<file path="src/rtl/m68k_bus_arbiter.sv">
// Purpose : 68K bus arbiter between the Pistorm transfer engine and Amiga DMA masters (BR/BG/BGACK).
// Latency : BR_n falling before edge N with the bus idle gives BG_n low after edge N+2 (two-flop sync + state).
// Backpr. : a Pi cycle in progress (bus_idle=0) is never interrupted; op_start_en holds the Pi engine in S0.
//
// Ports   : c7m (clock), op_reqrst (async active-high reset), op_req (Pi transfer pending),
//           bus_idle (transfer FSM in S0), M68K_BR_n / M68K_BGACK_n / M68K_AS_n_in (bus, async),
//           M68K_BG_n (grant), bus_own (Pi drives bus), op_start_en (Pi may start), dma_busy.
// Option  : define ARB_GRANT_TIMEOUT_EN to abandon a grant that is never acknowledged after 15 clocks.

module m68k_bus_arbiter (
    input  logic c7m,
    input  logic op_reqrst,
    input  logic op_req,
    input  logic bus_idle,
    input  logic M68K_BR_n,
    input  logic M68K_BGACK_n,
    input  logic M68K_AS_n_in,
    output logic M68K_BG_n,
    output logic bus_own,
    output logic op_start_en,
    output logic dma_busy
);

    typedef enum logic [3:0] {
        ST_OWN     = 4'b0001,
        ST_GRANT   = 4'b0010,
        ST_DMA     = 4'b0100,
        ST_RELEASE = 4'b1000
    } arb_state_t;

    arb_state_t state, state_nxt;
    logic       pi_turn, pi_turn_nxt;

    // Synchronizers keep the raw active-low levels; reset value 1 means "negated".
    logic [1:0] br_sync, bgack_sync, as_sync;
    logic       br_s, bgack_s, as_s;
    logic       br_s_nxt;

    always_ff @(posedge c7m or posedge op_reqrst) begin
        if (op_reqrst) begin
            br_sync    <= 2'b11;
            bgack_sync <= 2'b11;
            as_sync    <= 2'b11;
        end else begin
            br_sync    <= {br_sync[0],    M68K_BR_n};
            bgack_sync <= {bgack_sync[0], M68K_BGACK_n};
            as_sync    <= {as_sync[0],    M68K_AS_n_in};
        end
    end

    assign br_s     = ~br_sync[1];
    assign bgack_s  = ~bgack_sync[1];
    assign as_s     = ~as_sync[1];
    // Value br_s takes after the coming edge; lets op_start_en be registered
    // while still tracking the live br_s/pi_turn combination.
    assign br_s_nxt = ~br_sync[0];

`ifdef ARB_GRANT_TIMEOUT_EN
    // Counts GRANT clocks, saturating at 15 so a late BGACK drop still times out.
    logic [3:0] grant_cnt, grant_cnt_nxt;
`endif

    always_comb begin
        state_nxt   = state;
        pi_turn_nxt = pi_turn;
`ifdef ARB_GRANT_TIMEOUT_EN
        grant_cnt_nxt = grant_cnt;
`endif
        unique case (state)
            ST_OWN: begin
                // First clock of a Pi cycle consumes the Pi's reserved turn.
                if (!bus_idle)
                    pi_turn_nxt = 1'b0;
                if (br_s && bus_idle && !pi_turn) begin
                    state_nxt = ST_GRANT;
`ifdef ARB_GRANT_TIMEOUT_EN
                    grant_cnt_nxt = 4'd0;
`endif
                end
            end
            ST_GRANT: begin
`ifdef ARB_GRANT_TIMEOUT_EN
                grant_cnt_nxt = (grant_cnt == 4'd15) ? 4'd15 : grant_cnt + 4'd1;
`endif
                // Master may take the bus only once the last strobe is off.
                if (bgack_s && !as_s)
                    state_nxt = ST_DMA;
                else if (!br_s && !bgack_s)
                    state_nxt = ST_OWN;
`ifdef ARB_GRANT_TIMEOUT_EN
                else if (grant_cnt_nxt == 4'd15 && !bgack_s) begin
                    state_nxt   = ST_OWN;
                    pi_turn_nxt = op_req;
                end
`endif
            end
            ST_DMA: begin
                if (!bgack_s)
                    state_nxt = ST_RELEASE;
            end
            ST_RELEASE: begin
                // Reserve one Pi transfer before the next DMA tenure.
                state_nxt   = ST_OWN;
                pi_turn_nxt = op_req;
            end
            default: begin
                state_nxt   = ST_OWN;
                pi_turn_nxt = 1'b0;
            end
        endcase
    end

    // State and all outputs registered together so the pins never glitch.
    always_ff @(posedge c7m or posedge op_reqrst) begin
        if (op_reqrst) begin
            state       <= ST_OWN;
            pi_turn     <= 1'b0;
            M68K_BG_n   <= 1'b1;
            bus_own     <= 1'b1;
            dma_busy    <= 1'b0;
            op_start_en <= 1'b1;
        end else begin
            state       <= state_nxt;
            pi_turn     <= pi_turn_nxt;
            M68K_BG_n   <= (state_nxt != ST_GRANT);
            bus_own     <= (state_nxt == ST_OWN);
            dma_busy    <= (state_nxt == ST_DMA) || (state_nxt == ST_RELEASE);
            op_start_en <= (state_nxt == ST_OWN) && !(br_s_nxt && !pi_turn_nxt);
        end
    end

`ifdef ARB_GRANT_TIMEOUT_EN
    always_ff @(posedge c7m or posedge op_reqrst) begin
        if (op_reqrst)
            grant_cnt <= 4'd0;
        else
            grant_cnt <= grant_cnt_nxt;
    end
`endif

endmodule

</file>
<file path="config.mk">
export PLATFORM = sky130hd
export DESIGN_NAME = m68k_bus_arbiter
export DESIGN_NICKNAME = d
export VERILOG_FILES = /design/src/rtl/m68k_bus_arbiter.sv
export SDC_FILE = /design/constraint.sdc
export NUM_CORES = 1
export LEC_CHECK = 0
export CORE_UTILIZATION = 25
export CTS_CLUSTER_DIAMETER = 100
export DETAILED_ROUTE_END_ITERATION = 7
export GPL_TIMING_DRIVEN = 1
export MAX_ROUTING_LAYER = met4
export PLACE_DENSITY = 0.53
export SETUP_SLACK_MARGIN = 0.15
export SYNTH_ARGS = -nofsm -noshare
export SYNTH_HDL_FRONTEND = slang
export SYNTH_SLANG_ARGS = --single-unit
</file>
<file path="constraint.sdc">
create_clock -name c7m -period 1.69 [get_ports c7m]
set_input_delay 0.169 -clock c7m [delete_from_list [all_inputs] [get_ports c7m]]
set_output_delay 0.169 -clock c7m [all_outputs]
set_load 0.05 [all_outputs]
</file>
==> metrics.md <==
| Metric | Value |
|---|---|
| Finished Core Util | 33.5% |
| Setup TNS | 0 ns |
| H-tree levels | 1 |
| Hold-fix buffer count after cts | 0 |
| Syn avg cell area | 13.1 µm² |
| Ys flop type | dfstp_2 |
| Max frequency | approximately 730 MHz |
| Post-DP HPWL | between 600 and 700 µm |
| Initial Util | 26.6% |
| Overall power | 0.000706 W |
| Synth top area cells | dfstp_2 (45%), dfrtp_1 (21%), a2bb2oi_2 (2.6%), nor2_1 (2.6%), nor4b_2 (2.6%) |
| Tmin final | 1.37 ns |
| RSZ-0062 raised after global routing | false |
| Post-synth EDFFs | 0 |
| Die ar. | around 2600 µm² |
| Max clock buf depth | 2 |
| Kind of critical path | flip-flop to flip-flop |
| YS warnings | 0 |
| Final worst slack | 0.317 ns |
| Mapped Nets | between 50 and 60 |
| Number of port buffers | 10 |
| Max VDD drop | between 0.4 and 0.5 mV |
| DRT Pass-1 Iters | 4 |
| Slew @ Worst Pin | 0.544 ns |
| Outcome | completed |
| Number of global-route vias before repair | between 300 and 400 |
| Gr usage total | 8.99% |
| Die Span X | between 50 and 60 µm |
| Remaining DRCs | 0 |
| Synth Register Bits | 15 |
| Final Skew | about 0.0051 ns |
| Post-CTS Setup Bufs | 0 |
| Largest net degree at the start of global routing | 16 |
| Routed wire length | roughly 930 µm |
| Clock transition at path regs | 0.09 ns |
| Share of the synthesized area in the top cell type | about 45% |
| Vias per cell | around 4.4 |
| Reg-to-reg slack, setup | 0.32 ns |
| Initial DRC Count | 2 |
| Routed WL per cell | 10.7 µm |
| PD cells | approximately 950 nW/µm² |
| Pleak | about 0.31 nW |
| Seq/Total Area, Yosys | 66.0% |
| Req. time, crit path | roughly 1.9 ns |
| ANT cells | 0 |
| Hold Path Class | input port to async pin |
| Worst R2R Start | state[0] |
| Max-slew headroom | a little under two thirds |
| Fin. max-slew vios | 0 |
| Setup crit end kind | flip-flop |
| Maximum fanout along the worst path | 5 |
| Final #Nets | between 60 and 70 |
| Final hold violations | 0 |
| I/O Pins | 11 |
| Cell variety after synth | 24 |
| Reg2reg end | M68K_BG_n |
| Area growth syn-to-layout | 26.2% |
| Die Y-Extent | roughly 51 µm |
| Ys async rst share | 100% |
| CTS buffer count | 3 |
| DP Worst Slack | between 0.2 and 0.25 ns |
| Congestion Overflow GR | 0 |
| Initial antenna violation count | 0 |
| # setup viols final | 0 |
| Routability cong. | around 0.77 |
| Post-DRT Antenna Nets | 0 |
| Via count | ~380 |
| CTS tree | done |
| Cells after synthesis | between 40 and 50 |
| Reg2Reg Depth | 4 |
| Core Box Area | ~2200 µm² |
| CTS-repair resized insts | 1 |
| Post-Syn Area | between 500 and 600 µm² |
| Num Clock Sinks | 15 |
| Rows | 17 |
| CTS root buf | clkbuf_4 |
| First-pass GRT wire length | 1590 µm |
| Final period util | roughly four fifths |
| Clock latency on the worst-skew pair | roughly 0.27 ns |
| CP Launch Type | flip-flop |
| Yosys top cell by area | dfstp_2 |
| CP arrival | between 1.5 and 2 ns |
| Max cap viols | 0 |
| Layout cells sized above 1 | 39.0% |
## placed cells by master (no fill, tap or decap), types with 2 or more instances in the layout
cell / Yosys / final
dfstp_2: 10 / 10
clkdlybuf4s50_1: 0 / 6
dfrtp_1: 5 / 5
nor2_1: 4 / 4
nand2_1: 3 / 3
inv_1: 3 / 3
clkbuf_4: 0 / 3
buf_4: 0 / 3
a31oi_1: 2 / 2
## metal layers
layer  wire (µm)  global-route usage, %
met1         424                   11.4
met2         450                   11.8
met3          40                   2.73
met4          13                   6.94
met5           0                      -
## cells in the mapped netlist, types with 2 or more instances
cell type / instances
nand2_1: 3
dfstp_2: 10
dfrtp_1: 5
nor2_1: 4
inv_1: 3
a31oi_1: 2
## final cells by class
| type | instances | area, µm² |
|---|---|---|
| Clock buffer | 3 | 22.5 |
| Clock inverter | 1 | 5.00 |
| Fill cell | 240 | 1470 |
| Inverter | 3 | 11.3 |
| Multi-Input combinational cell | 27 | 189 |
| Sequential cell | 15 | 388 |
| Tap cell | 28 | 35.0 |
| Timing Repair Buffer | 10 | 91.3 |
## flip-flops by register name, indices dropped and copies added (netlist names)
signal / count
M68K_BG_n: 1
as_sync: 2
bgack_sync: 2
br_sync: 2
bus_own: 1
dma_busy: 1
op_start_en: 1
pi_turn: 1
state: 4
## report_power, final
| part | switching, W | internal [W] |
|---|---|---|
| clock | 0.000108 | 0.0000876 |
| combinational | 0.0000600 | 0.0000454 |
| sequential | 0.0000142 | 0.000391 |
## stage by stage
stage | cells | hold slack, ns | area, µm²
finish | 87 | 0.228 | 742
global route | 87 | 0.262 | 742
CTS | 87 | 0.237 | 742
detailed placement | 83 | 0.348 | 716
global placement | 83 | 0.345 | 716
floorplan | 45 | 0.0633 | 588
## how the worst max path moves through the flow
| stage | from | to | slack (ns) | cells past startpoint |
|---|---|---|---|---|
| global route | state[0] | state[1] | 0.23 | 4 |
| finish | state[0] | M68K_BG_n | 0.32 | 4 |
| CTS | state[0] | M68K_BG_n | 0.32 | 4 |
| global placement | bus_idle | M68K_BG_n | 0.25 | 5 |
| detailed placement | bus_idle | M68K_BG_n | 0.23 | 5 |
| floorplan | state[0] | M68K_BG_n | 0.44 | 4 |
## worst max-delay path, cell delays in order, from the launching register on
cell     delay [ns]
dfstp_2        0.57
nand2_2        0.06
nor4b_2        0.38
a31oi_1        0.11
o32a_1         0.19
## logic make-up after synthesis
| kind of cell | count (synthesis) | share of synthesized area, % |
|---|---|---|
| AND/OR/NAND/NOR | 15 | 14.9 |
| AO/OA/AOI/OAI | 11 | 15.5 |
| buffers and inverters | 3 | 1.91 |
| flip-flops | 15 | 66.0 |
| multiplexers | 1 | 1.70 |
No activity file was read; power rests on OpenSTA's default activity.
